## src/rtl/csync_serration_gen.sv

```systemverilog
// csync_serration_gen
//   Composite-sync generator for the external csync input of the VGA
//   scandoubler (composite path). It turns the core's separate active-low
//   hsync/vsync into broadcast-style csync_n with pre-equalising pulses,
//   serrated broad pulses and post-equalising pulses around vertical sync.
//   The line length is measured continuously, so PAL and NTSC both work
//   without reconfiguration. Whenever the measured line length is outside
//   [LINE_MIN, LINE_MAX], the output falls back to hsync_n & vsync_n.
//
// Ports
//   clk          system clock (28 MHz)
//   rst          synchronous reset, active high
//   clk14en      14 MHz clock enable; all sampling and counting happen on it
//   hsync_n      horizontal sync from the core, active low
//   vsync_n      vertical sync from the core, active low
//   csync_n      composite sync, active low, registered
//   locked       measured line length currently valid
//   vseq_active  high while the equalising/broad sequence is being emitted
module csync_serration_gen #(
  parameter int EQ_W      = 33,
  parameter int BROAD_GAP = 66,
  parameter int N_EQ      = 5,
  parameter int N_BROAD   = 5,
  parameter int LINE_MIN  = 800,
  parameter int LINE_MAX  = 960,
  parameter int CNTW      = 10
) (
  input  logic clk,
  input  logic rst,
  input  logic clk14en,
  input  logic hsync_n,
  input  logic vsync_n,
  output logic csync_n,
  output logic locked,
  output logic vseq_active
);

  localparam int HL_MAX = (N_EQ > N_BROAD) ? N_EQ : N_BROAD;
  localparam int HLW    = $clog2(HL_MAX + 1);

  // Constants pre-sized to the CNTW+1 compare width so that all arithmetic
  // around half-line lengths stays unsigned and non-negative.
  localparam logic [CNTW:0]   LMIN    = (CNTW+1)'(LINE_MIN);
  localparam logic [CNTW:0]   LMAX    = (CNTW+1)'(LINE_MAX);
  localparam logic [CNTW:0]   EQW     = (CNTW+1)'(EQ_W);
  localparam logic [CNTW:0]   BGAP    = (CNTW+1)'(BROAD_GAP);
  localparam logic [CNTW-1:0] CNT_MAX = '1;
  localparam logic [HLW-1:0]  HL_EQ   = HLW'(N_EQ);
  localparam logic [HLW-1:0]  HL_BRD  = HLW'(N_BROAD);

  typedef enum logic [2:0] {
    S_NORMAL,
    S_ARM,
    S_PRE_EQ,
    S_BROAD,
    S_POST_EQ
  } state_t;

  state_t          state, state_nx;
  logic            hs_s, vs_s;          // previous tick's samples
  logic [CNTW-1:0] line_cnt;
  logic [CNTW:0]   line_len;            // one extra bit: line_cnt+1 can reach 2^CNTW
  logic [CNTW-1:0] ph;
  logic [HLW-1:0]  hl_cnt, hl_nx;

  logic            hfall, vfall;
  logic [CNTW:0]   line_cnt_p1;
  logic [CNTW-1:0] half;
  logic [CNTW:0]   half_ext, half_m1, brd_w;
  logic            wrap;
  logic [CNTW-1:0] ph_nx;
  logic            boundary;
  logic            lock_nx;
  logic            broad_low;
  logic            cs_nx, va_nx;
  logic [HLW-1:0]  hl_p1;

  // Edges compare the previous tick's sample with the value sampled now.
  assign hfall = hs_s & ~hsync_n;
  assign vfall = vs_s & ~vsync_n;

  assign line_cnt_p1 = {1'b0, line_cnt} + 1'b1;
  assign half        = CNTW'(line_len >> 1);
  assign half_ext    = {1'b0, half};
  // With half==0 (nothing measured yet) half_m1 is all ones and never
  // matches ph, so ph simply rolls over at 2^CNTW.
  assign half_m1     = half_ext - 1'b1;
  assign wrap        = ({1'b0, ph} == half_m1);

  // hsync fall and wrap on the same tick collapse into one boundary.
  assign ph_nx    = (hfall || wrap) ? '0 : ph + 1'b1;
  assign boundary = (ph_nx == '0);

  always_comb begin
    lock_nx = locked;
    if (hfall)
      lock_nx = (line_cnt_p1 >= LMIN) && (line_cnt_p1 <= LMAX);
    else if ({1'b0, line_cnt} > LMAX)
      lock_nx = 1'b0;
  end

  // Broad low width is half-BROAD_GAP; a too-short half-line keeps the
  // pulse low throughout instead of underflowing.
  assign brd_w     = half_ext - BGAP;
  assign broad_low = (half_ext <= BGAP) || ({1'b0, ph} < brd_w);

  assign hl_p1 = hl_cnt + 1'b1;

  always_comb begin
    state_nx = state;
    hl_nx    = hl_cnt;
    case (state)
      S_NORMAL: begin
        // The hsync-forced boundary on this same tick is not counted:
        // ARM waits for the next one.
        if (vfall && locked) begin
          state_nx = S_ARM;
          hl_nx    = '0;
        end
      end
      S_ARM: begin
        if (boundary) begin
          state_nx = S_PRE_EQ;
          hl_nx    = '0;
        end
      end
      S_PRE_EQ: begin
        if (boundary) begin
          if (hl_p1 == HL_EQ) begin
            state_nx = S_BROAD;
            hl_nx    = '0;
          end else begin
            hl_nx = hl_p1;
          end
        end
      end
      S_BROAD: begin
        if (boundary) begin
          if (hl_p1 == HL_BRD) begin
            state_nx = S_POST_EQ;
            hl_nx    = '0;
          end else begin
            hl_nx = hl_p1;
          end
        end
      end
      S_POST_EQ: begin
        if (boundary) begin
          if (hl_p1 == HL_EQ) begin
            state_nx = S_NORMAL;
            hl_nx    = '0;
          end else begin
            hl_nx = hl_p1;
          end
        end
      end
      default: begin
        state_nx = S_NORMAL;
        hl_nx    = '0;
      end
    endcase
    // Losing lock aborts any sequence on the tick it happens so csync_n
    // can never be held low by a stale sequence.
    if (state != S_NORMAL && !lock_nx) begin
      state_nx = S_NORMAL;
      hl_nx    = '0;
    end
  end

  always_comb begin
    cs_nx = 1'b1;
    va_nx = 1'b0;
    case (state)
      S_NORMAL:  cs_nx = locked ? hsync_n : (hsync_n & vsync_n);
      S_ARM:     cs_nx = hsync_n;
      S_PRE_EQ,
      S_POST_EQ: begin
        cs_nx = ({1'b0, ph} >= EQW);
        va_nx = 1'b1;
      end
      S_BROAD: begin
        cs_nx = ~broad_low;
        va_nx = 1'b1;
      end
      default:   cs_nx = 1'b1;
    endcase
  end

  always_ff @(posedge clk) begin
    if (rst) begin
      hs_s        <= 1'b1;
      vs_s        <= 1'b1;
      line_cnt    <= '0;
      line_len    <= '0;
      ph          <= '0;
      hl_cnt      <= '0;
      locked      <= 1'b0;
      state       <= S_NORMAL;
      csync_n     <= 1'b1;
      vseq_active <= 1'b0;
    end else if (clk14en) begin
      hs_s <= hsync_n;
      vs_s <= vsync_n;
      if (hfall) begin
        line_len <= line_cnt_p1;
        line_cnt <= '0;
      end else if (line_cnt != CNT_MAX) begin
        line_cnt <= line_cnt_p1[CNTW-1:0];
      end
      ph          <= ph_nx;
      locked      <= lock_nx;
      state       <= state_nx;
      hl_cnt      <= hl_nx;
      csync_n     <= cs_nx;
      vseq_active <= va_nx;
    end
  end

endmodule
```

## config.mk

```make
export PLATFORM = sky130hd
export DESIGN_NAME = csync_serration_gen
export DESIGN_NICKNAME = d
export VERILOG_FILES = /design/src/rtl/csync_serration_gen.sv
export SDC_FILE = /design/constraint.sdc
export NUM_CORES = 1
export LEC_CHECK = 0
export ABC_AREA = 1
export ABC_CLOCK_PERIOD_IN_PS = 2300
export CAP_MARGIN = 20
export CORE_ASPECT_RATIO = 1.1
export CORE_MARGIN = 2
export CORE_UTILIZATION = 56
export CTS_BUF_LIST = sky130_fd_sc_hd__clkbuf_16
export CTS_CLUSTER_DIAMETER = 200
export DETAILED_ROUTE_END_ITERATION = 16
export PLACE_DENSITY_LB_ADDON = 0.2
export SLEW_MARGIN = 5
export SYNTH_ARGS = -nofsm -noshare
export SYNTH_HDL_FRONTEND = slang
export SYNTH_SLANG_ARGS = --single-unit
```

## constraint.sdc

```tcl
create_clock -name clk -period 2.3 [get_ports clk]
set_input_delay 0.23 -clock clk [delete_from_list [all_inputs] [get_ports clk]]
set_output_delay 0.23 -clock clk [all_outputs]
set_load 0.01 [all_outputs]
```

==> results of run 1 <==
report_power, final:
group	internal (mW)	total (mW)	switching [mW]
clock network	0.394	0.673	0.279
logic	0.397	1.00	0.607
registers	0.796	0.884	0.0887
worst paths after layout:
kind          endpoint  slack [ps]
max          hl_cnt[2]         -30
min               vs_s         470
max reg2reg  hl_cnt[2]         -30
min reg2reg       vs_s         470
metal layers:
metal  global-route usage (%)  up-vias  share of wire [%]
li1                         -     1656                  -
met1                    34.75     1438                 45
met2                    46.61       73                 50
met3                    4.839       14                3.5
met4                    7.321        0                1.8
met5                        0        -                  0
sequential cells by signal (all words and copies together) (netlist names):
name         count
csync_n          1
hl_cnt           3
hs_s             1
line_cnt        10
line_len        10
locked           1
ph              10
state            3
vs_s             1
vseq_active      1
cell families after synthesis:
logic type / share of synthesized area (%)
simple gates: 32.90
compound gates: 16.61
buf+inv: 10.86
flops: 26.97
fa+ha+maj: 8.635
xor+xnor: 4.030
layout make-up:
| type | count | share of cell area [%] |
|---|---|---|
| Timing Repair Buffer | 36 | 7.985 |
| Tap cell | 75 | 2.570 |
| Inverter | 74 | 7.779 |
| Clock inverter | 3 | 0.4112 |
| Sequential cell | 41 | 22.69 |
| Clock buffer | 5 | 3.427 |
| Multi-Input combinational cell | 365 | 55.14 |
stage by stage:
| step | hold WS, ps | instances | util (%) | area, um2 |
|---|---|---|---|---|
| after floorplan | 356.3 | 490 | - | 3043 |
| after global placement | 443.4 | 585 | 62.62 | 3334 |
| after detailed placement | 456.8 | 585 | 62.62 | 3334 |
| after CTS | 469.7 | 599 | 67.93 | 3617 |
| after global routing | 496.2 | 599 | 68.56 | 3651 |
| final | 471.1 | 599 | 68.56 | 3651 |
cell usage after synthesis (3+ instances only):
library cell | number | share of area [%]
a211oi_1 | 3 | 0.74
a21oi_1 | 42 | 6.9
clkbuf_1 | 9 | 1.1
clkinv_1 | 3 | 0.37
dfxtp_1 | 41 | 27
ha_1 | 21 | 8.6
inv_1 | 67 | 8.3
inv_2 | 4 | 0.49
nand2_1 | 123 | 15
nand3_1 | 44 | 7.2
nand4_1 | 6 | 1.2
nor2_1 | 46 | 5.7
nor2_2 | 4 | 0.82
nor3_1 | 9 | 1.5
o211ai_1 | 6 | 1.5
o21ai_0 | 37 | 6.1
o21ai_1 | 3 | 0.49
xnor2_1 | 3 | 0.86
xor2_1 | 11 | 3.2
repair_timing:
action                     CTS  global route
gates cloned                 1             0
setup buffers                5             0
pin swaps                   12             5
setup endpoints to repair    7            17
hold buffers                 0             0
gates resized for setup     28             9
tightest hold or removal path, stage by stage (launching register included):
cell     delay (ps)
dfxtp_1         330
nand2_1          50
nand3_1          60
==> impl_results.md, run 1 <==
* Status: complete, but fails checks
* Failing checks: setup timing
* Worst Setup End Kind: flip-flop
* WP data required at 2480 ps
* Die H at ~81 um
* Area Growth Syn to Fin at 19.98%
* Clock skew at between 6 and 7 ps
* CP Class: reg -> reg
* Total global-route track usage at a little over a quarter
* DR pass1 iterations at 8
* Post-synthesis cell count at around 500
* # IOs at 8
* Slack of the critical path at -28.69 ps
* Post-synth EDFFs at 0
* Mapped Nets at about 520
* Mean number of vias per cell at roughly 5.3
* Wirelength, routed at about 8000 um
* Nets at 549
* Final period demand of the worst path at about 2300 ps
* Synthesized area at approximately 3000 um2
* Slew Limit Headroom at 52.60%
* Hold Crit Depth at 2
* CP startpoint: line_len[2]
* Starting Density at between 50% and 60%
* Sequential-to-total area share from yosys stat at between 20 and 30%
* Crit path launch type: flip-flop
* Area of the multi-input gates at slightly above 2000 um2
* 1st-iter DRT viols at between 200 and 250
* Reg2reg start: line_len[2]
* Clock transition at the registers of the reported paths at approximately 60 ps
* Hold WC Path Type: reg -> reg
* RePlAce Congestion at 0.9452
* Yosys reg bits at 41
* Most frequent cells in the layout: nand2_1, inv_1, nor2_1, a21oi_1, nand3_1
* Total clock sinks at between 40 and 50
* Cell Chain, Critical Path: inv_4, ha_2, nand2_2, nand2_2, buf_6, o21ai_0, nand3_1, nand2_1, nor2_4, nand3_4, o211ai_1, nand3_2, o21bai_4, nand3_1, nand2_1, nor2_1
* Total number of vias at approximately 3200
* CP top delay family: simple AND/OR/NAND/NOR gates
* Initial antenna violation count at 0
* Leakage at between 1.5 and 2 nW
* Post-synth top flop: dfxtp_1
* Most common cell after layout, fill and taps aside: nand2_1
* Clock buffer depth at 2
* Number of unique standard cell types used by synthesis at 27
* Hold Vio Cnt, Final at 0
* Critical-path top delay cell: dfxtp_2
* Peak VDD IR at about 620 uV
* Vias in the first global route at approximately 2800
* TritonCTS clock tree: done
* CP max stage delay at 330 ps
* MaxCap Viol Count at 0
* Share of post-route cells with drive strength above 1 at between 10% and 20%
* Final Slew Violations at 0
* Row count at 28
* ANT cells at 0
* Power per cell area at between 700 and 800 nW/um2
* Worst reg2reg path depth at 16
* Unrepaired setup endpoints after global routing: yes
* Place WS at -209.8 ps
* Syn_area_per_cell at a little over 6 um2
* Die X at roughly 74 um
* Slew @ Worst Pin at 710.2 ps
* Worst-skew pair later-pin latency at about 280 ps
* Core ar. at approximately 5300 um2
* CP arrival at around 2500 ps
* DPL Wire Length at between 5000 and 6000 um
* Filler instances at ~460
* CTS Root Cell: clkbuf_16
* CP bufs+invs at 2
* Setup TNS at -130.4 ps
* Antenna-violating nets left at 0
* WL/cell at between 10 and 15 um
* Critical Path Stages at 16
* H-tree depth at 2
* Crit path max fanout at 6
* Ys async rst share at 0%
* Die Area at between 6000 and 7000 um2
* Largest net degree at the start of global routing at 26
* GR Overflow Total at 0
* IO Port Bufs at 7
* Period utilization at 101.2%
* Pwr Total at 2.562 mW
* First-pass GRT wire length at about 13000 um
* Fmax at ~430 MHz
* DRC errors left at 0
* Final setup viols at 6
* CTS buffer count at 5
* Yosys warns at 0
* Seq. cell area at between 800 and 900 um2
* Worst Hold Launch: vs_s
(Power assumes the default switching activity.)
==> run 2: changes to the inputs <==
- PLACE_DENSITY: not set -> 0.83
- PLACE_DENSITY_LB_ADDON: 0.2 -> not set
- SLEW_MARGIN: 5 -> not set
==> impl_results.md, run 2 (synthesis results as in run 1) <==
* CTS Root Cell: clkbuf_16 (unchanged)
* Worst Setup End Kind: flip-flop (unchanged)
* Slack of the critical path at -75.13 ps (was -28.69 ps)
* WL/cell at 13.84 um (was 13.15 um)
* Most common cell after layout, fill and taps aside: nand2_1 (unchanged)
* H-tree depth at 2 (unchanged)
* WP data required at 2480 ps (about the same)
* IO Port Bufs at 7 (unchanged)
* Power per cell area at 721.2 nW/um2 (was 701.7 nW/um2)
* # IOs at 8 (unchanged)
* Peak VDD IR at 719.1 uV (was 624.4 uV)
* Unrepaired setup endpoints after global routing: yes (unchanged)
* Finished Cell Area at 3701 um2 (was 3651 um2)
* Cell Chain, Critical Path: inv_4, ha_4, nand2_2, nand2_1, nor2_1, nand3_1, nor2_1, nand2_1, nor2_2, nand3_2, o211ai_1, nand2_1, o21bai_4, nand3_2, nand2_1, nor2_1 (was inv_4, ha_2, nand2_2, nand2_2, buf_6, o21ai_0, nand3_1, nand2_1, nor2_4, nand3_4, o211ai_1, nand3_2, o21bai_4, nand3_1, nand2_1, nor2_1)
* Post-layout util at 69.50% (was 68.56%)
* Fmax at 421.0 MHz (was 429.4 MHz)
* Sequential share of power at 33.6% (was 34.5%)
* Row count at 28 (unchanged)
* Critical-path top delay cell: dfxtp_4 (was dfxtp_2)
* Initial antenna violation count at 0 (unchanged)
* Crit path max fanout at 6 (unchanged)
* Crit path launch type: flip-flop (unchanged)
* Core ar. at 5325 um2 (unchanged)
* Status: complete, but fails checks (unchanged)
* CP bufs+invs at 1 (was 2)
* Die X at 74.29 um (unchanged)
* Pwr Total at 2.669 mW (was 2.562 mW)
* Worst Hold Launch: vs_s (unchanged)
* Filler instances at 429 (was 457)
* Antenna-violating nets left at 0 (unchanged)
* Int Pwr at 1.612 mW (was 1.587 mW)
* Vias in the first global route at 2918 (was 2826)
* Hold WC Path Type: reg -> reg (unchanged)
* GR Overflow Total at 0 (unchanged)
* Reg2reg start: line_len[1] (was line_len[2])
* Regs by FF count: line_cnt x10, line_len x10, ph x10 (unchanged)
* Slew Limit Headroom at 55.29% (was 52.60%)
* Final setup viols at 6 (unchanged)
* Area Growth Syn to Fin at 21.63% (was 19.98%)
* Most frequent CP cell: nand2_1
* 1st-iter DRT viols at 350 (was 238)
* Nets at 545 (was 549)
* Leakage at 1.783 nW (was 1.781 nW)
* Share of post-route cells with drive strength above 1 at 16.92% (was 13.93%)
* Largest net degree at the start of global routing at 26 (unchanged)
* DPL Wire Length at 5848 um (was 5675 um)
* Place WS at -170.6 ps (was -209.8 ps)
* Setup TNS at -193.6 ps (was -130.4 ps)
* Hold Vio Cnt, Final at 0 (unchanged)
* Placed Instance Area at 3312 um2 (was 3334 um2)
* CP startpoint: line_len[1] (was line_len[2])
* Worst-skew pair later-pin latency at 290 ps (was 280 ps)
* Starting Density at 57.14% (unchanged)
* Most frequent cells in the layout: nand2_1, inv_1, nor2_1, a21oi_1, nand3_1 (unchanged)
* Logic pwr share at 40.1% (was 39.2%)
* DRC errors left at 0 (unchanged)
* CTS buffer count at 5 (unchanged)
* DR pass1 iterations at 6 (was 8)
* Clock buffer depth at 2 (unchanged)
* Slew @ Worst Pin at 669.9 ps (was 710.2 ps)
* CP max stage delay at 380 ps (was 330 ps)
* Total number of vias at 3346 (was 3181)
* First-pass GRT wire length at 12860 um (was 12880 um)
* CP Class: reg -> reg (unchanged)
* Total global-route track usage at 27.13% (was 27.10%)
* CP arrival at 2550 ps (was 2510 ps)
* Final Slew Violations at 0 (unchanged)
* Clock transition at the registers of the reported paths at 60 ps (about the same)
* Final period demand of the worst path at 2375 ps (was 2329 ps)
* CP top delay family: simple AND/OR/NAND/NOR gates (unchanged)
* Total clock sinks at 41 (unchanged)
* Clk pwr share at 26.2% (was 26.3%)
* MaxCap Viol Count at 0 (unchanged)
* RePlAce Congestion at 0.9692 (was 0.9452)
* Mean number of vias per cell at 5.624 (was 5.311)
* Sw Ratio at 39.61% (was 38.04%)
* Clock skew at 6.252 ps (was 6.961 ps)
* Wirelength, routed at 8236 um (was 7875 um)
* Die Area at 6040 um2 (unchanged)
* Die H at 81.31 um (unchanged)
* Sw power at 1.057 mW (was 0.9745 mW)
* ANT cells at 0 (unchanged)
* TritonCTS clock tree: done (unchanged)
* Period utilization at 103.3% (was 101.2%)
* Failing checks: setup timing (unchanged)
run 2: changes by cell type in the layout (fill, tap and decap cells not counted), moves of 2 or more:
cell | before | now
nand3_2 | 4 | 10
nand3_1 | 40 | 35
inv_4 | 1 | 3
nand2_4 | 0 | 3
buf_4 | 28 | 25
clkinv_2 | 0 | 2
inv_1 | 66 | 62
dfxtp_2 | 3 | 5
dfxtp_1 | 37 | 34
a21oi_1 | 41 | 39
nand2_2 | 6 | 4
a21oi_2 | 1 | 3
run 2: what timing repair did:
action	4_1_cts	5_1_grt
setup endpoints to repair	7	13
buffers inserted	0	5
resized for setup	15	45
pin swaps	4	30
gates cloned	1	0
hold buffers	0	0
run 2: worst register-to-register path, delay by kind of cell, from the launching register on:
| family | cells | cell delay [ps] |
|---|---|---|
| AO/OA/AOI/OAI | 2 | 430 |
| flip-flops | 1 | 380 |
| buffers and inverters | 1 | 50 |
| AND/OR/NAND/NOR | 12 | 1180 |
| adder cells (fa/ha/maj) | 1 | 230 |
run 2: final timing paths:
path                    to  slack, ps  depth (start not counted)
setup / recovery  state[2]        -80                         16
hold / removal        vs_s        470                          2
setup reg to reg  state[2]        -80                         16
hold reg to reg       vs_s        470                          2
run 2: layout make-up:
cell class                 count  area [um2]  share of cell area, %
sequential                    41       834.6                  22.55
clock buffer                   5       125.1                  3.381
tap                           75       93.84                  2.535
timing repair buffer          32       257.7                  6.964
inverter                      74       285.3                  7.708
clock inverter                 3       17.52                 0.4733
multi-input combinational    365        2087                  56.39
run 2: per-layer routing:
layer | track usage, % | share of wire [%]
met4 | 9.286 | 3.0
met1 | 32.85 | 41
met2 | 48.13 | 50
met3 | 4.591 | 6.6
met5 | 0 | 0
run 2: power groups by stage:
stage | clock network [mW] | logic, mW | registers (mW)
after floorplan | 0 | 0.682 | 0.878
after global placement | 0 | 0.871 | 0.894
after detailed placement | 0 | 0.906 | 0.896
after CTS | 0.700 | 0.933 | 0.885
after global routing | 0.729 | 1.20 | 0.906
final | 0.700 | 1.07 | 0.898
run 2: through the flow:
stage,hold WS [ps],cells
after global routing,506.4,595
after CTS,475.9,591
after global placement,441.3,582
final,469.9,595
after floorplan,356.3,490
after detailed placement,460.3,582
==> run 3: changes to the inputs <==
- ABC_CLOCK_PERIOD_IN_PS: 2300 -> 2410
- CORE_UTILIZATION: 56 -> 62
- PLACE_DENSITY: 0.83 -> 0.87
- clock period: 2.3 -> 2.41 ns (I/O delays scaled with it)
==> impl_results.md, run 3 (synthesis results as in run 1) <==
* Hold Vio Cnt, Final at 0 (unchanged)
* Failing checks: setup timing (unchanged)
* Unrepaired setup endpoints after global routing: yes (unchanged)
* Final Slew Violations at 0 (unchanged)
* GR Overflow Total at 0 (unchanged)
* Final period demand of the worst path at 2434 ps (was 2375 ps)
* RePlAce Congestion at 1.023 (was 0.9692)
* Crit path max fanout at 6 (unchanged)
* WP data required at 2590 ps (was 2480 ps)
* FF-to-FF End: state[1] (was state[2])
* Fmax at 410.8 MHz (was 421.0 MHz)
* Pwr Total at 2.568 mW (was 2.669 mW)
* Peak VDD IR at 630.7 uV (was 719.1 uV)
* Reg2reg start: line_len[2] (was line_len[1])
* Worst R2R Setup Slack at -20 ps (was -80 ps)
* Hold Crit Depth at 2 (unchanged)
* Nets at 534 (was 545)
* Power per cell area at 724.4 nW/um2 (was 721.2 nW/um2)
* Largest net degree at the start of global routing at 26 (unchanged)
* CTS buffer count at 5 (unchanged)
* Total global-route track usage at 30.00% (was 27.13%)
* Most frequent cells in the layout: nand2_1, inv_1, nor2_1, a21oi_1, nand3_1 (unchanged)
* WL/cell at 14.84 um (was 13.84 um)
* Worst reg2reg path depth at 16 (unchanged)
* CTS Root Cell: clkbuf_16 (unchanged)
* Antenna-violating nets left at 0 (unchanged)
* Worst Hold Endpoint: vs_s (unchanged)
* H-tree depth at 2 (unchanged)
* Filler instances at 340 (was 429)
* Crit path launch type: flip-flop (unchanged)
* TritonCTS clock tree: done (unchanged)
* Core ar. at 4684 um2 (was 5325 um2)
* Regs by FF count: line_cnt x10, line_len x10, ph x10 (unchanged)
* Starting Density at 64.96% (was 57.14%)
* Total number of vias at 3364 (was 3346)
* Row count at 26 (was 28)
* # IOs at 8 (unchanged)
* IO Port Bufs at 7 (unchanged)
* DR pass1 iterations at 6 (unchanged)
* Slew Limit Headroom at 50.99% (was 55.29%)
* MaxCap Viol Count at 0 (unchanged)
* Hold WC Path Type: reg -> reg (unchanged)
* CP arrival at 2610 ps (was 2550 ps)
* First-pass GRT wire length at 13300 um (was 12860 um)
* DPL Wire Length at 5592 um (was 5848 um)
* Slew @ Worst Pin at 734.3 ps (was 669.9 ps)
* Worst-skew pair later-pin latency at 290 ps (about the same)
* Die H at 77.48 um (was 81.31 um)
* Mean number of vias per cell at 5.965 (was 5.624)
* Vias in the first global route at 2996 (was 2918)
* Initial antenna violation count at 0 (unchanged)
* Most common cell after layout, fill and taps aside: nand2_1 (unchanged)
* DRC errors left at 0 (unchanged)
* 1st-iter DRT viols at 357 (was 350)
* Status: complete, but fails checks (unchanged)
* Clock buffer depth at 2 (unchanged)
* Worst Hold Launch: vs_s (unchanged)
* Leakage at 1.724 nW (was 1.783 nW)
* Final setup viols at 5 (was 6)
* Period utilization at 101.0% (was 103.3%)
* Slack of the critical path at -24.39 ps (was -75.13 ps)
* Wirelength, routed at 8369 um (was 8236 um)
* Post-cts hold buffer count at 0 (unchanged)
* Clock skew at 6.874 ps (was 6.252 ps)
* Area Growth Syn to Fin at 16.49% (was 21.63%)
* Total clock sinks at 41 (unchanged)
* Clock transition at the registers of the reported paths at 60 ps (about the same)
* Die Area at 5485 um2 (was 6040 um2)
* Placed Cells at 553 (was 582)
* Share of post-route cells with drive strength above 1 at 12.20% (was 16.92%)
* CP Class: reg -> reg (unchanged)
* ANT cells at 0 (unchanged)
* Post-Layout Cell Count at 564 (was 595)
* Die X at 70.80 um (was 74.29 um)
* Worst Setup End Kind: flip-flop (unchanged)
-- run 3: how the worst max path moves through the flow --
stage	start	endpoint	slack, ps	cells after the start
floorplan	ph[0]	hl_cnt[0]	260	17
global placement	line_len[2]	hl_cnt[1]	10	16
detailed placement	line_len[2]	hl_cnt[2]	-100	15
CTS	line_len[2]	hl_cnt[2]	20	16
global route	ph[1]	hl_cnt[0]	-210	12
finish	line_len[2]	state[1]	-20	16
-- run 3: repair_timing --
item	4_1_cts	5_1_grt
gates cloned	1	0
setup buffers	0	3
endpoints found under the setup margin	7	11
pin swaps	5	19
gates resized for setup	9	32
-- run 3: report_power, final --
group	total [mW]	switching [mW]	internal [mW]
Sequential	0.858	0.0990	0.759
Clock	0.760	0.279	0.481
Combinational	0.950	0.587	0.363
-- run 3: metrics by stage --
stage	area (um2)	hold WS (ps)	setup TNS [ps]	setup slack [ps]	utilization (%)
finish	3545	461.8	-81.41	-24.39	75.67
global route	3545	490.0	-1214	-214.1	75.67
CTS	3405	461.6	0	16.13	72.68
detailed placement	3213	447.9	-467.5	-97.24	68.59
global placement	3213	442.3	0	12.66	68.59
floorplan	3043	367.3	0	263.4	-
-- run 3: metal layers --
layer	GRT usage [%]	share of wire, %	routed length, um	vias to the layer above
li1	-	-	-	1628
met2	51.40	48	3992	191
met5	0	0	0	-
met4	14.91	4.9	410	0
met1	35.29	40	3357	1494
met3	5.974	7.3	609	51
-- run 3: final cells by class --
class | count | area (um2) | share of cell area [%]
clock buffer | 5 | 125.1 | 3.530
timing repair buffer | 21 | 175.2 | 4.942
clock inverter | 2 | 35.03 | 0.9884
tap | 56 | 70.07 | 1.977
sequential | 41 | 830.8 | 23.44
inverter | 74 | 290.3 | 8.189
multi-input combinational | 365 | 2018 | 56.94
-- run 3: critical path, cell delays in order, from the launching register on --
cell	delay (ps)
dfxtp_4	380
inv_8	50
ha_1	200
nand2_2	90
nand2_1	90
inv_1	90
nand3_1	80
nand3_1	140
nand2_1	110
nor2_2	130
nand3_2	140
o211ai_1	180
nand2_2	160
o21bai_4	260
nand3_1	100
nand2_1	80
nor2_1	50
==> variant 1, RTL diff (flow settings as in run 3) <==
Change the parameter `CNTW` from 10 to 11.
--- a/src/rtl/csync_serration_gen.sv
+++ b/src/rtl/csync_serration_gen.sv
@@ -23,7 +23,7 @@
   parameter int N_BROAD   = 5,
   parameter int LINE_MIN  = 800,
   parameter int LINE_MAX  = 960,
-  parameter int CNTW      = 10
+  parameter int CNTW      = 11
 ) (
   input  logic clk,
   input  logic rst,
Behaviour: same outputs for any inputs over 10 cycles, from zero or initial values and one cycle with rst high; that may be too few to reach the edited logic, so the function may still have changed.
==> variant 1 against run 3 <==
Setup slack improved by 0.16 ns; wire length shrank 2.6%; first-iteration DRC count is 24% lower; synthesized cell count grew 7.3%; final cell count increased by 9.4%; sequential power rose by 1%; power fell by 11%; area after synthesis rose by 9.3%; sequential share of layout area is 0.093 points lower; cell area up 8.3%; worst hold slack improved by 0.015 ns; sequential cell count is 3 higher.
==> variant 1: results (changes against run 3) <==
status = completed
crit-path leading delay family = simple AND/OR/NAND/NOR gates
vias per std cell = 5.45 (-8.6%)
CP max FO = 6 (unchanged)
hold depth = 2 (unchanged)
nets = 570 (+6.7%)
share of layout cells above drive strength 1 = 0.154 (+0.0321)
Inst Count DP = 604 (+9.2%)
Cell variety after synth = 33 (+22%)
origin of the worst setup path = ph[0]$_SDFFE_PP0P_
global placement routability congestion = 0.946 (-7.5%)
Seq/Total Area, Yosys = 0.265 (-0.00488)
met3 wire len = 325 µm (-47%)
Synth Instances = 526 (+7.3%)
Iteration-0 DRC Markers = 271 (-24%)
Layout Skew = 0.00742 ns (+0.000549 ns)
Place WS = -0.0666 ns (+0.0306 ns)
final std cells w/o fill = 617 (+9.4%)
met2 usage = 0.499 (-0.0149)
dpl hpwl = 5.77 mm (+3.2%)
Total Wirelength = 8.16 mm (-2.6%)
antenna violations before repair = 0 (unchanged)
Max VDD drop = 0.531 mV (-16%)
met3 usage = 0.0360 (-0.0238)
Static Leak = 0.00182 µW (+5.7%)
placed instance area = 3520 µm² (+9.5%)
Synth area leaders = dfxtp_1 (26%), nand2_1 (15%), ha_1 (7.9%), inv_1 (7.8%), a21oi_1 (7.7%)
top cells by count, synth = nand2_1 (131), inv_1 (69), a21oi_1 (51), nor2_1 (51), dfxtp_1 (44)
largest net degree at the start of global routing = 30 (+15%)
Top Layer Used = met4
Metal-1 WL = 3.59 mm (+7.0%)
hold_sp = line_cnt[6]$_SDFFE_PP0P_
P_int = 1470 µW (-8.2%)
Critical Path AT = 2.45 ns (-0.16 ns)
clk slew on worst S/H paths = 0.06 ns (about the same)
crit-path max cell delay = 0.37 ns
Yosys warnings = 0 (unchanged)
Skew-Pair Late Insertion Delay = 0.28 ns
max_cap viols = 0 (unchanged)
Reg2Reg Depth = 15 (-1)
GRT Resource Usage Total = 0.279 (-0.0208)
Least-Margin Pin Slew = 0.709 ns (-0.0250 ns)
post-CTS resize count = 5 (-4)
GR Util met1 = 0.346 (-0.00655)
WL met2 = 4.03 mm (+1.1%)
vias in the first global route = 3,007 (+0.37%)
Reg power frac = 0.379 (+0.045)
Pre-Repair DR Iteration Count = 5 (-1)
Worst Hold Class = reg2reg
Final Total Pwr = 2300 µW (-11%)
Comb power frac = 0.341 (-0.029)
global-route wire length before repair = 13.1 mm (-1.5%)
Mapped Nets = 552 (+7.0%)
clock tree buffer depth = 2 (unchanged)
largest registers = line_cnt x11, line_len x11, ph x11
==> variant 1: kinds of logic (layout without fill, tap and decap cells) <==
group | after synthesis | after routing | synth area share
fa+ha+maj | 21 | 21 | 0.0790
compound gates | 102 | 102 | 0.163
buf+inv | 92 | 110 | 0.110
simple gates | 243 | 244 | 0.320
flops | 44 | 44 | 0.265
xor+xnor | 24 | 24 | 0.0632
==> variant 1: area by class of cell <==
cell class | count | area, µm²
Multi-Input combinational cell | 391 | 2210
Fill cell | 414 | 1260
Sequential cell | 44 | 896
Inverter | 76 | 290
Timing Repair Buffer | 26 | 216
Clock buffer | 5 | 125
Tap cell | 72 | 90.1
Clock inverter | 3 | 11.3
==> variant 1: worst paths after layout <==
check,endpoint,slack (ns)
min,line_cnt[6]$_SDFFE_PP0P_,0.48
min reg2reg,line_cnt[6]$_SDFFE_PP0P_,0.48
max reg2reg,hl_cnt[1]$_SDFFE_PP0P_,0.14
max,hl_cnt[1]$_SDFFE_PP0P_,0.14
==> variant 2, RTL diff (flow settings as in run 3) <==
Made on the original files. Make the reset (`rst`) asynchronous in one clocked block. Comments in the files are not updated.
--- a/src/rtl/csync_serration_gen.sv
+++ b/src/rtl/csync_serration_gen.sv
@@ -186,7 +186,7 @@
     endcase
   end
 
-  always_ff @(posedge clk) begin
+  always_ff @(posedge clk or posedge rst) begin
     if (rst) begin
       hs_s        <= 1'b1;
       vs_s        <= 1'b1;
Behaviour: differs if rst is asserted again (counterexample within 4 cycles, from zero or initial values and one cycle with rst high); with rst held inactive, the same outputs for 10 cycles.
==> variant 2 against run 3 <==
Maximum frequency is 3.1% higher; critical path type unchanged; global-route usage decreased by 1.4 points; die area up 5.2%; setup slack improved by 0.073 ns; clock power shrank 15%; wire length down 5.9%; cell area rose by 4.5%; via count down 7.1%; power up 36%; utilization is 1.6 points lower; area after synthesis rose by 5.5%; first-iteration DRC count up 38%; sequential cell count unchanged; worst hold slack worse by 0.076 ns.
==> variant 2: results (changes against run 3) <==
status = completed
Seq/Total Area, Yosys = 0.321 (+0.0510)
post-synth top area share = 0.296 (+0.0264)
CP max FO = 8 (+2)
placed instance area = 3410 µm² (+6.0%)
met3 wire len = 479 µm (-21%)
origin of the worst setup path = line_len[3]$_DFFE_PP0P_
Total Wirelength = 7.88 mm (-5.9%)
pwr/cell area = 941 nW/µm² (+30%)
Reg2Reg Depth = 15 (-1)
Worst Setup Slack, final = 0.0487 ns (+0.0731 ns)
Signal buffers = 22 (+4.8%)
Worst slew margin = 0.505 (-0.00508)
Worst Hold Class = in2async
Pre-Repair DR Iteration Count = 5 (-1)
Static Leak = 0.00189 µW (+9.4%)
Cell variety after synth = 33 (+22%)
Synth area leaders = dfrtp_1 (30%), nand2_1 (13%), ha_1 (8.2%), inv_1 (8.0%), nand3_1 (6.9%)
Avg Inst Size Synth = 7.03 µm² (+13%)
vias in the first global route = 2,986 (-0.33%)
Most used DFF post-synth = dfrtp_1
vias per std cell = 5.80 (-2.8%)
Fill cells = 388 (+14%)
fraction of area in multi-input gates = 0.534 (-0.0349)
post-CTS resize count = 0 (-9)
global placement routability congestion = 0.932 (-8.9%)
crit-path max cell delay = 0.40 ns (+0.02 ns)
Metal-1 WL = 3.19 mm (-5.1%)
r2r endpoint = hl_cnt[2]$_DFFE_PP0P_
Critical Path AT = 2.54 ns (-0.07 ns)
global-route wire length before repair = 12.9 mm (-3.1%)
clock network area share = 0.0385 (-0.00667)
largest net degree at the start of global routing = 42 (+62%)
top cells by count, synth = nand2_1 (112), inv_1 (68), nand3_1 (44)
row cnt = 27 (+3.8%)
Iteration-0 DRC Markers = 492 (+38%)
Non-CTS inverters = 78 (+5.4%)
Vias = 3,124 (-7.1%)
share of layout cells above drive strength 1 = 0.177 (+0.0547)
==> variant 2: changes by cell type after synthesis, moves of 6 or more <==
cell / delta
dfxtp_1: -41
dfrtp_1: +38
a21oi_1: -37
nand2_1: -11
nor2_1: -10
nor3_1: -7
nand2_2: +6
nand3_2: +6
==> variant 2: power breakdown <==
| part | total (µW) | leakage, µW | switching, µW | internal (µW) |
|---|---|---|---|---|
| logic | 1870 | 0.00127 | 1140 | 730 |
| registers | 975 | 0.000542 | 157 | 818 |
| clock network | 644 | 0.0000696 | 264 | 379 |
| total | 3480 | 0.00189 | 1560 | 1930 |
==> variant 2: per-layer routing <==
layer | track usage | vias up
li1 | - | 1514
met1 | 0.351 | 1445
met2 | 0.497 | 131
met3 | 0.0404 | 34
met4 | 0.122 | 0
met5 | 0 | -
==> variant 2: kinds of logic after synthesis <==
family | synth area share
AND/OR/NAND/NOR | 0.335
flip-flops | 0.321
buffers and inverters | 0.0982
AO/OA/AOI/OAI | 0.113
adder cells (fa/ha/maj) | 0.0818
XOR/XNOR | 0.0518
